File: config.mk
export PLATFORM = sky130hd
export DESIGN_NAME = ef_smsdac_mse_chain
export DESIGN_NICKNAME = d
export VERILOG_FILES = /design/src/rtl/ef_smsdac_pkg.sv /design/src/rtl/ef_smsdac_mse_sbx.sv /design/src/rtl/ef_smsdac_mse_chain.sv
export SDC_FILE = /design/constraint.sdc
export NUM_CORES = 1
export LEC_CHECK = 0
export BUFFER_PORTS_ARGS = -buffer_cell sky130_fd_sc_hd__buf_4
export CAP_MARGIN = 5
export CELL_PAD_IN_SITES_DETAIL_PLACEMENT = 0
export CELL_PAD_IN_SITES_GLOBAL_PLACEMENT = 2
export CORE_UTILIZATION = 36
export DETAILED_ROUTE_END_ITERATION = 8
export GPL_ROUTABILITY_DRIVEN = 1
export GPL_TIMING_DRIVEN = 0
export PLACE_DENSITY = 0.74
export SETUP_SLACK_MARGIN = 0.5
export SYNTH_ARGS = -nofsm -noshare
export SYNTH_HDL_FRONTEND = slang
export SYNTH_SLANG_ARGS = --single-unit
File: constraint.sdc
create_clock -name clk -period 2.3 [get_ports clk]
set_input_delay 0.69 -clock clk [delete_from_list [all_inputs] [get_ports clk]]
set_output_delay 0.69 -clock clk [all_outputs]
set_load 0.02 [all_outputs]
File: src/rtl/ef_smsdac_pkg.sv
// Shared constants for the segmented mismatch-shaping encoder.
// This file holds the dither LFSR taps, the default seed and the per-stage state record.
package ef_smsdac_pkg;

   localparam int          MAX_NBITS    = 16;
   localparam int          LFSR_W_DEF   = 16;
   localparam logic [15:0] LFSR_TAPS    = 16'hB400;
   localparam logic [15:0] DEFAULT_SEED = 16'hACE1;

   // Per-stage shaping state.
   // q selects which polarity the next odd residue takes; q0 remembers the last toggle phase.
   typedef struct packed {
      logic q;
      logic q0;
   } stage_state_t;

   // One Fibonacci step for x^16+x^14+x^13+x^11+1.
   // Feedback is taken from bits 15,13,12,10 and shifted in at the LSB.
   function automatic logic [15:0] lfsr16_next(input logic [15:0] s);
      return {s[14:0], ^(s & LFSR_TAPS)};
   endfunction

endpackage

File: src/rtl/ef_smsdac_mse_sbx.sv
// One switching stage of the mismatch-shaping chain.
// It splits a+c into a carry and a 3-level element value, and holds its own shaping state.
module ef_smsdac_mse_sbx
   import ef_smsdac_pkg::*;
(
   input  logic clk,
   input  logic rst_b,
   input  logic a,
   input  logic c,
   input  logic r,
   input  logic upd,
   input  logic shape_en,
   input  logic clr,
   output logic y0,
   output logic y1,
   output logic carry
);

   stage_state_t st_q;
   stage_state_t st_d;
   logic         odd;
   logic         q_eff;

   // An odd residue is sent to the element.
   // Its polarity comes from q, and the carry absorbs the remaining part.
   always_comb begin
      odd   = a ^ c;
      q_eff = shape_en & st_q.q;
      carry = odd ? q_eff : a;
      y1    = odd & ~q_eff;
      y0    = ~odd | ~q_eff;
   end

   always_comb begin
      st_d = st_q;
      if (clr) begin
         st_d = '0;
      end else if (upd && shape_en && odd) begin
         st_d.q0 = ~st_q.q0;
         st_d.q  = st_q.q ? r : ~st_q.q0;
      end
   end

   always_ff @(posedge clk or negedge rst_b) begin
      if (!rst_b) begin
         st_q <= '0;
      end else begin
         st_q <= st_d;
      end
   end

endmodule

File: src/rtl/ef_smsdac_mse_chain.sv
// Fully-segmented mismatch-shaping encoder.
// It chains NBITS stages LSB first, uses LFSR dither, and registers the element drives.
module ef_smsdac_mse_chain
   import ef_smsdac_pkg::*;
#(
   parameter int                NBITS  = 4,
   parameter int                LFSR_W = LFSR_W_DEF,
   parameter logic [LFSR_W-1:0] SEED   = LFSR_W'(DEFAULT_SEED)
)
(
   input  logic             clk,
   input  logic             rst_b,
   input  logic             in_valid,
   input  logic [NBITS-1:0] x,
   input  logic             x_cin,
   input  logic             shape_en,
   input  logic             dither_en,
   input  logic             clr,
   output logic             out_valid,
   output logic [NBITS-1:0] y0,
   output logic [NBITS-1:0] y1,
   output logic             y_msb
);

   localparam logic [LFSR_W-1:0] TAPS = LFSR_W'(LFSR_TAPS);

   logic [NBITS:0]    carry;
   logic [NBITS-1:0]  y0_c;
   logic [NBITS-1:0]  y1_c;
   logic [NBITS-1:0]  r_vec;
   logic [LFSR_W-1:0] lfsr_q;
   logic [LFSR_W-1:0] lfsr_d;
   logic [NBITS-1:0]  y0_q;
   logic [NBITS-1:0]  y0_d;
   logic [NBITS-1:0]  y1_q;
   logic [NBITS-1:0]  y1_d;
   logic              y_msb_q;
   logic              y_msb_d;
   logic              out_valid_q;
   logic              out_valid_d;

   assign carry[0] = x_cin;
   assign r_vec    = dither_en ? lfsr_q[NBITS-1:0] : '0;

   // The carry ripples through every stage within one cycle.
   // The final carry becomes the MSB element.
   for (genvar i = 0; i < NBITS; i++) begin : g_stage
      ef_smsdac_mse_sbx u_sbx (
         .clk      (clk),
         .rst_b    (rst_b),
         .a        (x[i]),
         .c        (carry[i]),
         .r        (r_vec[i]),
         .upd      (in_valid),
         .shape_en (shape_en),
         .clr      (clr),
         .y0       (y0_c[i]),
         .y1       (y1_c[i]),
         .carry    (carry[i+1])
      );
   end

   always_comb begin
      lfsr_d = lfsr_q;
      if (clr) begin
         lfsr_d = SEED;
      end else if (in_valid && shape_en && dither_en) begin
         lfsr_d = {lfsr_q[LFSR_W-2:0], ^(lfsr_q & TAPS)};
      end
   end

   // Outputs hold their last sample between valid inputs.
   // out_valid marks only the cycle that follows an accepted sample.
   always_comb begin
      y0_d        = y0_q;
      y1_d        = y1_q;
      y_msb_d     = y_msb_q;
      out_valid_d = in_valid;
      if (in_valid) begin
         y0_d    = y0_c;
         y1_d    = y1_c;
         y_msb_d = carry[NBITS];
      end
   end

   always_ff @(posedge clk or negedge rst_b) begin
      if (!rst_b) begin
         lfsr_q      <= SEED;
         y0_q        <= '1;
         y1_q        <= '0;
         y_msb_q     <= 1'b0;
         out_valid_q <= 1'b0;
      end else begin
         lfsr_q      <= lfsr_d;
         y0_q        <= y0_d;
         y1_q        <= y1_d;
         y_msb_q     <= y_msb_d;
         out_valid_q <= out_valid_d;
      end
   end

   assign y0        = y0_q;
   assign y1        = y1_q;
   assign y_msb     = y_msb_q;
   assign out_valid = out_valid_q;

endmodule

Word-level counts from Yosys, hierarchy flattened
Cells that the tools add are included.
Cells by class
  bitwise gates (word level): 28
  muxes and demuxes: 19
  reduce and logical (&&, ||, !) cells: 12
Operators with widths (count)
  16-bit 2-to-1 mux: 2
  2-bit 2-to-1 mux: 8
  16-bit parity: 1
  1-bit inverter: 12
  2-bit nonzero test: 5
  1-bit bitwise AND: 8
  1-bit 2-to-1 mux: 8
  1-bit logical AND: 6
  4-bit 2-to-1 mux: 1
  1-bit OR: 4
  1-bit bitwise XOR: 4
Word-level totals
  output and inout port bits: 10
  flip-flop bits (word level): 34
  input bits: 11
  logic and storage cells: 72

Longest topological paths before layout
Gate-level depths: netlist of the first run.
  depth after elaboration: 10
  mapped depth: 7
  mapped depth without buffers: 5

By module
From an unflattened synthesis of the first run, not the netlist that was laid out.
Second synthesis, totals
  cell total of the unflattened synthesis: 126
  area, all modules: 1525.2 µm²
Modules (own cells, without submodules)
  ef_smsdac_mse_chain: cells an instance 66, instances 1, area an instance 1014.7 µm²
  ef_smsdac_mse_sbx: cells an instance 15, instances 4, area an instance 127.6 µm²

Least setup slack after synthesis of the first run
OpenSTA, ideal clock, no wires.
  kind: input to register
  start point: input port x[0]
  end point: register y_msb_q, in the netlist y_msb
  required time: 2175 ps
  cell stages on the path: 6
  arrival: 1899 ps
  slack: 276 ps
  buffers on the path: 1
  library setup time: 125 ps
  path through: buf_4 -> a221oi_2 -> o32ai_2 -> o211a_2 -> maj3_2 -> mux2_2
On the way
  cells in the longest elaborated chain, start to end: 8
RTL lines
  from (decl): RTL line ef_smsdac_mse_chain.sv:14  | input logic [NBITS-1:0] x,
  1-bit bitwise XOR: RTL line ef_smsdac_mse_sbx.sv:27  | odd = a ^ c;
  1-bit 2-to-1 mux (*): RTL line ef_smsdac_mse_sbx.sv:29  | carry = odd ? q_eff : a;
  1-bit bitwise XOR (*): RTL line ef_smsdac_mse_sbx.sv:27
  1-bit 2-to-1 mux (*): RTL line ef_smsdac_mse_sbx.sv:29
  1-bit bitwise XOR (*): RTL line ef_smsdac_mse_sbx.sv:27
  1-bit 2-to-1 mux (*): RTL line ef_smsdac_mse_sbx.sv:29
  1-bit bitwise XOR (*): RTL line ef_smsdac_mse_sbx.sv:27
  1-bit 2-to-1 mux (*): RTL line ef_smsdac_mse_sbx.sv:29
  to (signal assigned): RTL line ef_smsdac_mse_chain.sv:97  | y_msb_q <= y_msb_d;
  to (decl): RTL line ef_smsdac_mse_chain.sv:37  | logic y_msb_q;
Mark *: on every way between the ends. The rest lies on a longest branch, timed or not.
A chain may end at the register's enable or synchronous reset.

Worst setup path after layout of the first run
  start point: input port x[1]
  end point: register y_msb_q, in the netlist y_msb
On the way
  cells in the longest elaborated chain, start to end: 6
RTL lines (RTL line)
  1-bit bitwise XOR: ef_smsdac_mse_sbx.sv:27
  1-bit 2-to-1 mux (*): ef_smsdac_mse_sbx.sv:29
  1-bit bitwise XOR (*): ef_smsdac_mse_sbx.sv:27
  1-bit 2-to-1 mux (*): ef_smsdac_mse_sbx.sv:29
  1-bit bitwise XOR (*): ef_smsdac_mse_sbx.sv:27
  1-bit 2-to-1 mux (*): ef_smsdac_mse_sbx.sv:29
Marks and branches as above.

==> impl_metrics.json, run 1 <==
{
  "grt_overflow": 0,
  "diodes": 0,
  "clockBufferDepth": 2,
  "drt_first_pass_iters": 4,
  "die-area_sq_mm": 0.005196,
  "core-area_sq_mm": 0.004723,
  "synth_most_common_cell": "nand2_1",
  "synth_cell_type_count": 49,
  "synth-compound-area-share_pct": 18.19,
  "ctsHoldBuffers": 0,
  "synth_top_area_share_pct": 31.14,
  "worstSetupPathType": "input pin to flip-flop",
  "area_growth_pct": 27.53,
  "cp_slowest_cell": "maj3_2",
  "whs_ns": 0.3349,
  "clock_latency_ns": 0.29,
  "synth_top_family_by_area": "simple AND/OR/NAND/NOR gates",
  "grt_pass1_vias": 1476,
  "slew_violations": 0,
  "hold_viol_final": 0,
  "synth_top_flop_cell": "dfrtp_1",
  "vias_per_cell": 5.088,
  "crit_arrival_ns": 2.07,
  "grt_pass1_wl_um": 6975,
  "wirelength_um": 4228,
  "dieWidth_um": 72.08,
  "via_count": 1450,
  "die_h_um": 72.08,
  "syn_inst": 187,
  "layout.nets": 228,
  "maxCapViolCount": 0,
  "wire_per_inst_um": 14.84,
  "port_buffers": 18,
  "start_util_pct": 37.43,
  "skew_ns": 0.01155,
  "path_clk_slew_ns": 0.08,
  "fp-row-count": 25,
  "synth_async_sr_flop_share_pct": 100.0,
  "p_leak_nw": 0.9512,
  "final_core_util_pct": 47.74,
  "fmax_ghz": 0.5281,
  "vdd_ir_drop_max_v": 0.0002926,
  "htree_levels": 2,
  "post-dp-hpwl_um": 2792,
  "antenna_found_initial": 0,
  "place_area_sq_mm": 0.002034,
  "critPathCaptureType": "flip-flop",
  "cts_made_buffers": 5,
  "tns_ns": 0,
  "synth_top_area_cell": "dfrtp_1",
  "crit_chain": "buf_6, buf_12, buf_8, a21oi_2, nor2_2, o211a_4, maj3_2, mux2_2",
  "required_ns": 2.48,
  "cts_root_buf": "clkbuf_8",
  "design_area_sq_mm": 0.002255,
  "power.density_mw_per_mm2": 614.4,
  "tritoncts": "done",
  "final.period_utilization_pct": 82.33,
  "synthSimpleGateAreaFrac_pct": 19.82,
  "syn-num-nets": 198,
  "ant_nets": 0,
  "routabilityCongestion": 0.6944,
  "synth_commonest_cells": "41 x nand2_1, 22 x dfrtp_1, 16 x a21oi_1",
  "drcViolationCount": 0,
  "synth.area.mux_share_pct": 1.911,
  "status": "finished clean",
  "synth_xor_area_share_pct": 4.459,
  "synth_edf_count": 0,
  "layout_min_cycle_time_ns": 1.894,
  "synth-seq-area-share_pct": 48.97,
  "layout-drive-gt1-share_pct": 33.94,
  "grt_usage_pct": 17.84,
  "design.portCount": 21,
  "max_slew.worst_pin.slew_ns": 0.5722,
  "dr.first_iter.drc_count": 76,
  "max_slew_margin_pct": 61.85,
  "synth-seq-cells": 34,
  "grt_max_degree": 35,
  "setup_violations": 0,
  "critPathMaxStageDelay_ns": 0.30,
  "clock_sinks": 34,
  "hp-class": "input pin to async pin",
  "rsz0062_at_grt": "true",
  "synth_warnings": 0,
  "synth.avg_cell_area_sq_um": 9.454,
  "crit_path_max_fanout": 6,
  "syn_area_sq_mm": 0.001768,
  "worstSetupStartpointType": "input pin",
  "yosys-top-cells-area": "dfrtp_1 31%, dfstp_2 18%, nand2_1 8.7%",
  "synth_fa_ha_area_share_pct": 1.203
}
-- critical path, delay by kind of cell --
| family | cells | cell delay (ns) |
|---|---|---|
| AND/OR/NAND/NOR | 1 | 0.07 |
| multiplexers | 1 | 0.26 |
| adder cells (fa/ha/maj) | 1 | 0.30 |
| AO/OA/AOI/OAI | 2 | 0.38 |
| buffers and inverters | 3 | 0.35 |
-- worst paths after layout --
path,end,from,depth (start not counted),slack [ns]
setup / recovery,y_msb$_DFFE_PN0P_,x[1],8,0.41
hold / removal,y1[2]$_DFFE_PN0P_,rst_b,1,0.33
setup reg to reg,y_msb$_DFFE_PN0P_,g_stage[0].u_sbx.st_q[1]$_DFFE_PN0P_,6,0.47
hold reg to reg,lfsr_q[7]$_DFFE_PN1P_,lfsr_q[7]$_DFFE_PN1P_,2,0.49
max in group asynchronous,lfsr_q[10]$_DFFE_PN1P_,rst_b,1,1.60
min in group clk,lfsr_q[7]$_DFFE_PN1P_,lfsr_q[7]$_DFFE_PN1P_,2,0.49
-- cells in the final DEF, fill, tap and decap left out, types with 4 or more instances in the layout --
| master | netlist | final |
|---|---|---|
| xnor2_1 | 5 | 5 |
| buf_6 | 3 | 4 |
| xor2_1 | 4 | 4 |
| nand2_1 | 41 | 41 |
| dfstp_2 | 12 | 12 |
| clkbuf_8 | 0 | 6 |
| dfrtp_1 | 22 | 22 |
| buf_4 | 2 | 21 |
| a21oi_1 | 16 | 15 |
| and2_1 | 4 | 4 |
| nor2_1 | 10 | 9 |
| nand3_1 | 8 | 8 |
| clkbuf_1 | 6 | 5 |
-- where the power goes --
group | leakage (nW) | total, mW | switching, mW | internal [mW]
clock | 0.0482 | 0.456 | 0.215 | 0.242
sequential | 0.419 | 0.658 | 0.0190 | 0.639
combinational | 0.484 | 0.271 | 0.153 | 0.118
total | 0.951 | 1.39 | 0.387 | 0.998
-- routing by layer --
layer  up-vias  track usage (%)  routed length, um  share of wire (%)
li1        714                -                  -                  -
met1       696            21.65               1914                 45
met2        32            29.60               2071                 49
met3         8            5.139                169                4.0
met4         0            7.625                 72                1.7
met5         -                0                  0                  0
-- metrics by stage --
step / std cells / total power [mW] / setup WS (ns)
final: 285 / 1.385 / 0.4063
after detailed placement: 272 / 0.9082 / 0.03377
after CTS: 284 / 1.390 / 0.4076
after global routing: 285 / 1.466 / 0.3777
after floorplan: 187 / 0.8232 / 0.3199
after global placement: 272 / 0.9030 / 0.1103
-- timing repair --
item                                    CTS  global route
resized for setup                        13             7
hold endpoints to repair                  0             0
endpoints found under the setup margin    5            20
pin swaps                                 9             7
setup buffers                             4             1
-- sequential cells by signal (all words and copies together) (netlist names) --
signal,count
g_stage.u_sbx.st_q,8
y_msb,1
lfsr_q,16
y0,4
out_valid,1
y1,4
-- area by class of cell --
cell class / instances / area, sq um
timing repair buffer: 23 / 183.9
tap: 67 / 83.83
clock buffer: 7 / 86.33
inverter: 4 / 15.01
buffer: 13 / 103.9
clock inverter: 1 / 5.005
fill: 458 / 2469
multi-input combinational: 136 / 910.9
sequential: 34 / 865.8
-- cells by family after synthesis --
kind of cell	after synthesis
AND/OR/NAND/NOR	77
AO/OA/AOI/OAI	45
flip-flops	34
buffers and inverters	17
XOR/XNOR	9
multiplexers	3
adder cells (fa/ha/maj)	2
Note: power is estimated with default switching activity, not from simulation.
==> run 2, diff against run 1 <==
Clock period 2.3 ns to 2 ns, I/O delays scaled along.
==> run 2 against run 1 <==
Net effect:
- hold slack got worse by 0.074 ns
- clock power rose by 16%
- sequential power rose by 15%
- register-to-register slack got worse by 0.27 ns
- critical path type unchanged
- critical path depth fell by 1
- global-route usage fell by 0.15 points
- routed wire length rose by 0.17%
- non-clock buffer count rose by 3
- worst setup slack got worse by 0.22 ns
- critical endpoint is now g_stage[2].u_sbx.st_q[1]$_DFFE_PN0P_
- die area did not move
- highest routed layer unchanged
==> impl_metrics.json, run 2 (synthesized netlist as in run 1, its figures left out) <==
{
  "worstSetupPathType": "input pin to flip-flop",
  "via_count": 1478,
  "cp_slowest_cell": "or3_4",
  "p_comb_share_pct": 20.5,
  "dieWidth_um": 72.08,
  "hold_viol_final": 0,
  "dr.first_iter.drc_count": 53,
  "status": "finished clean",
  "power.switching_mw": 0.4561,
  "layout_min_cycle_time_ns": 1.812,
  "grt_usage_pct": 17.70,
  "layout.nets": 231,
  "cts_made_buffers": 5,
  "start_util_pct": 37.43,
  "tns_ns": 0,
  "design_area_sq_mm": 0.002374,
  "htree_levels": 2,
  "die_h_um": 72.08,
  "critPathMaxStageDelay_ns": 0.37,
  "diodes": 0,
  "p_int_mw": 1.163,
  "clockBufferDepth": 2,
  "fmax_ghz": 0.5519,
  "vdd_ir_drop_max_v": 0.0004382,
  "place_area_sq_mm": 0.002057,
  "maxCapViolCount": 0,
  "slew_violations": 0,
  "wire_per_inst_um": 14.70,
  "vias_per_cell": 5.132,
  "layout-drive-gt1-share_pct": 40.72,
  "critPathCaptureType": "flip-flop",
  "max_slew_margin_pct": 61.84,
  "top_register": "lfsr_q",
  "max_slew.worst_pin.slew_ns": 0.5724,
  "crit_chain": "buf_6, buf_12, o211a_1, o21a_1, or3_4, a41o_2, o31ai_1",
  "path_clk_slew_ns": 0.07,
  "worstSetupStartpointType": "input pin",
  "most-common-layout-cells": "38 x nand2_1, 22 x dfrtp_1, 18 x buf_4",
  "power.total_mw": 1.620,
  "final.period_utilization_pct": 90.59,
  "tritoncts": "done",
  "grt_pass1_vias": 1471,
  "grt_max_degree": 35,
  "antenna_found_initial": 0,
  "die-area_sq_mm": 0.005196,
  "crit_path_max_fanout": 5,
  "grt_pass1_wl_um": 6955,
  "hp-class": "input pin to async pin",
  "grt_use_met1_pct": 21.41,
  "fp-row-count": 25,
  "skew_ns": 0.005621,
  "core-area_sq_mm": 0.004723,
  "clock_latency_ns": 0.28,
  "post-dp-hpwl_um": 2808,
  "clock_sinks": 34,
  "required_ns": 2.19,
  "instances_no_fill": 288,
  "cts_root_buf": "clkbuf_8",
  "place_inst": 272,
  "area_growth_pct": 34.25,
  "crit_arrival_ns": 2.01,
  "seqPwrFrac_pct": 46.8,
  "design.portCount": 21,
  "port_buffers": 18,
  "ant_nets": 0,
  "wirelength_um": 4235,
  "busiest_layer": "met2",
  "grt_use_met3_pct": 4.444,
  "mostFrequentLayoutCell": "nand2_1",
  "largest_reg_flops": 16,
  "routabilityCongestion": 0.7217,
  "drcViolationCount": 0,
  "drt_first_pass_iters": 4,
  "final_core_util_pct": 50.25,
  "power.density_mw_per_mm2": 682.3,
  "p_leak_nw": 0.9959,
  "ff2ff_setup_slack_ns": 0.20,
  "netSwitchingFraction_pct": 28.16,
  "grt_overflow": 0,
  "nFillCells": 445,
  "pwr-share-clk_pct": 32.7,
  "reg.largest.list": "lfsr_q x16, g_stage.u_sbx.st_q x8",
  "use_met2_pct": 29.70,
  "ctsHoldBuffers": 0,
  "rsz0062_at_grt": "true",
  "setup_violations": 0
}
## run 2: cell types whose count changed in the layout (fill, tap and decap cells not counted), sizes merged
| cell | before | now |
|---|---|---|
| clkinvlp | 0 | 1 |
| clkbuf | 12 | 13 |
| buf | 31 | 32 |
## run 2: cell type report
class / instances / area, sq um / share of cell area (%)
clock buffers: 6 / 82.58 / 3.479
flip-flops and latches: 34 / 865.8 / 36.48
inverters: 4 / 15.01 / 0.6326
plain buffers: 13 / 123.9 / 5.219
well taps: 67 / 83.83 / 3.532
clock inverters: 2 / 12.51 / 0.5271
repair buffers: 26 / 239.0 / 10.07
multi-input cells: 136 / 950.9 / 40.06
## run 2: final timing paths
kind	start	to	cells after the start
worst max-delay path	x[1]	g_stage[2].u_sbx.st_q[1]$_DFFE_PN0P_	7
worst min-delay path	rst_b	y1[0]$_DFFE_PN0P_	1
worst max register to register	g_stage[1].u_sbx.st_q[1]$_DFFE_PN0P_	g_stage[2].u_sbx.st_q[1]$_DFFE_PN0P_	6
worst min register to register	lfsr_q[5]$_DFFE_PN1P_	lfsr_q[5]$_DFFE_PN1P_	2
max in group asynchronous	rst_b	lfsr_q[10]$_DFFE_PN1P_	1
min in group clk	lfsr_q[5]$_DFFE_PN1P_	lfsr_q[5]$_DFFE_PN1P_	2
## run 2: metrics by stage
| stage | worst slack, ns | hold slack [ns] |
|---|---|---|
| final | 0.1882 | 0.2605 |
| after global routing | 0.1464 | 0.2836 |
| after CTS | 0.2098 | 0.2727 |
| after detailed placement | -0.1835 | 0.4777 |
| after global placement | -0.1227 | 0.4721 |
| after floorplan | 0.1099 | 0.3044 |
## run 2: per-layer routing
layer  part of all wire, %  wire, um
met1                    44      1856
met4                   2.6       108
met5                     0         0
met2                    51      2150
met3                   2.8       120
## run 2: worst max-delay path, delay by kind of cell
kind / cells / cell delay [ns]
AOI/OAI and AO/OA: 4 / 0.80
buffers and inverters: 2 / 0.24
and+or+nand+nor: 1 / 0.37
## run 2: timing repair
action	CTS	global route
endpoints found under the setup margin	16	21
endpoints found under the hold margin	0	0
gates resized for setup	11	18
gates cloned	0	1
buffers inserted	5	2
pin swaps	10	8
## run 2: power by group through the flow
stage / clock [mW] / sequential (mW) / combinational, mW
final: 0.530 / 0.758 / 0.332
after detailed placement: 0 / 0.770 / 0.280
after floorplan: 0 / 0.785 / 0.167
after CTS: 0.551 / 0.758 / 0.302
after global routing: 0.580 / 0.764 / 0.362
after global placement: 0 / 0.767 / 0.276
==> run 3, diff against run 2 <==
Settings changed: CORE_UTILIZATION 36 to 37, CTS_BUF_LIST set to sky130_fd_sc_hd__clkbuf_4, PLACE_DENSITY 0.74 to 0.76.
==> run 3 against run 2 <==
Net effect:
- global-route usage up 0.24 points
- utilization grew 0.17 points
- sequential share of layout area grew 1.9 points
- clock skew increased by 0.0073 ns
- routed wire length fell by 4.8%
- sequential power barely moved
- die area shrank 2.6%
- largest power group unchanged
- cell count fell by 5.6%
- clock power is 30% lower
==> impl_metrics.json, run 3 (synthesized netlist as in run 1, its figures left out) <==
{
  "seq_area_sq_um": 865.8,
  "largest_reg_flops": 16,
  "core-area_sq_mm": 0.004474,
  "ant_nets": 0,
  "most-common-layout-cells": "39 x nand2_1, 22 x dfrtp_1, 15 x buf_6",
  "instances_no_fill": 272,
  "hp-class": "input pin to async pin",
  "crit_arrival_ns": 2.02,
  "slew_violations": 0,
  "die-area_sq_mm": 0.005059,
  "wl_met2_um": 2037,
  "crit_path_max_fanout": 7,
  "top_register": "lfsr_q",
  "vias_per_cell": 5.368,
  "vdd_ir_drop_max_v": 0.0003723,
  "power.total_mw": 1.453,
  "fmax_ghz": 0.5587,
  "skew_ns": 0.01288,
  "port_buffers": 18,
  "final.period_utilization_pct": 89.49,
  "fp-row-count": 24,
  "antenna_found_initial": 0,
  "status": "finished clean",
  "wl_met1_um": 1815,
  "routabilityCongestion": 0.7135,
  "required_ns": 2.23,
  "post-dp-hpwl_um": 2805,
  "via_count": 1460,
  "start_util_pct": 39.51,
  "wl_met3_um": 120,
  "multi_input_area_sq_um": 903.4,
  "maxUsedRoutingLayer": "met4",
  "crit_chain": "buf_6, a221oi_2, o32ai_2, o211a_4, maj3_2, mux2_4",
  "power.density_mw_per_mm2": 643.9,
  "design.portCount": 21,
  "worstSetupPathType": "flip-flop to flip-flop",
  "rsz0062_at_grt": "true",
  "area_growth_pct": 27.60,
  "layout-drive-gt1-share_pct": 37.27,
  "setup_violations": 0,
  "critPathMaxStageDelay_ns": 0.42,
  "max_slew_margin_pct": 64.55,
  "worstSetupStartpointType": "flip-flop",
  "maxCapViolCount": 0,
  "dr.first_iter.drc_count": 46,
  "hold_viol_final": 0,
  "nFillCells": 445,
  "grt_pass1_vias": 1457,
  "path_clk_slew_ns": 0.11,
  "grt_overflow": 0,
  "grt_usage_pct": 17.94,
  "max_slew.worst_pin.slew_ns": 0.5318,
  "place_inst": 257,
  "die_h_um": 71.13,
  "tritoncts": "done",
  "reg.largest.list": "lfsr_q x16, g_stage.u_sbx.st_q x8",
  "grt_pass1_wl_um": 6872,
  "cts_root_buf": "clkbuf_4",
  "critPathCaptureType": "flip-flop",
  "drt_first_pass_iters": 6,
  "layout.nets": 230,
  "clock_sinks": 34,
  "cts_made_buffers": 5,
  "diodes": 0,
  "wirelength_um": 4030,
  "drcViolationCount": 0,
  "grt_max_degree": 35,
  "clock_latency_ns": 0.33,
  "layout_min_cycle_time_ns": 1.790,
  "clockBufferDepth": 2,
  "cp_slowest_cell": "dfrtp_1",
  "htree_levels": 2,
  "p_leak_nw": 0.9667,
  "mostFrequentLayoutCell": "nand2_1",
  "ff2ff_setup_slack_ns": 0.21,
  "dieWidth_um": 71.13,
  "wire_per_inst_um": 14.82
}
## run 3: cell count changes in the layout (fill, tap and decap cells not counted), sizes merged
cell	before	now
clkbuf	13	12
clkinvlp	1	0
clkinv	2	3
## run 3: final timing paths
check / startpoint / to / depth (start not counted)
setup / recovery: g_stage[1].u_sbx.st_q[1]$_DFFE_PN0P_ / y_msb$_DFFE_PN0P_ / 6
hold / removal: rst_b / g_stage[3].u_sbx.st_q[1]$_DFFE_PN0P_ / 1
setup reg to reg: g_stage[1].u_sbx.st_q[1]$_DFFE_PN0P_ / y_msb$_DFFE_PN0P_ / 6
hold reg to reg: lfsr_q[7]$_DFFE_PN1P_ / lfsr_q[7]$_DFFE_PN1P_ / 2
max in group asynchronous: rst_b / lfsr_q[7]$_DFFE_PN1P_ / 1
min in group clk: in_valid / out_valid$_DFF_PN0_ / 1
## run 3: cell type report
cell class	instances	share of cell area (%)
Sequential cell	34	38.38
Timing Repair Buffer	25	10.32
Clock inverter	2	0.3882
Multi-Input combinational cell	136	40.04
Clock buffer	6	1.997
Inverter	4	0.6656
Tap cell	52	2.884
Buffer	13	5.324
## run 3: metal layers
metal	global-route usage [%]	vias to the layer above
met2	30.34	24
li1	-	716
met3	4.986	5
met5	0	-
met1	22.42	715
met4	5.333	0
## run 3: worst max-delay path: cells and delay by family, from the launching register on
family                   cells  cell delay, ns
multiplexers                 1            0.25
adder cells (fa/ha/maj)      1            0.29
buffers and inverters        1            0.15
AO/OA/AOI/OAI                3            0.57
flip-flops                   1            0.42
## run 3: what timing repair did
item | 4_1_cts | 5_1_grt
endpoints found under the setup margin | 18 | 25
hold buffers | 0 | 0
gates resized for setup | 13 | 13
endpoints found under the hold margin | 0 | 0
buffers inserted | 6 | 1
pin swaps | 8 | 8
## run 3: where the power goes
| part | switching (mW) | total, mW | internal (mW) | leakage [nW] |
|---|---|---|---|---|
| Clock | 0.226 | 0.372 | 0.146 | 0.0331 |
| Combinational | 0.170 | 0.321 | 0.151 | 0.514 |
| Sequential | 0.0258 | 0.760 | 0.734 | 0.419 |
| Total | 0.422 | 1.45 | 1.03 | 0.967 |
## run 3: through the flow
step	TNS, ns	setup slack (ns)	instance area [sq um]	hold slack, ns	utilization [%]
after global routing	0	0.1445	2256	0.2109	50.42
after CTS	0	0.2242	2193	0.2077	49.02
after global placement	-0.3464	-0.1266	2038	0.4717	45.55
after detailed placement	-0.4535	-0.1751	2038	0.4800	45.55
final	0	0.2102	2256	0.2023	50.42
after floorplan	0	0.1099	1838	0.3044	-
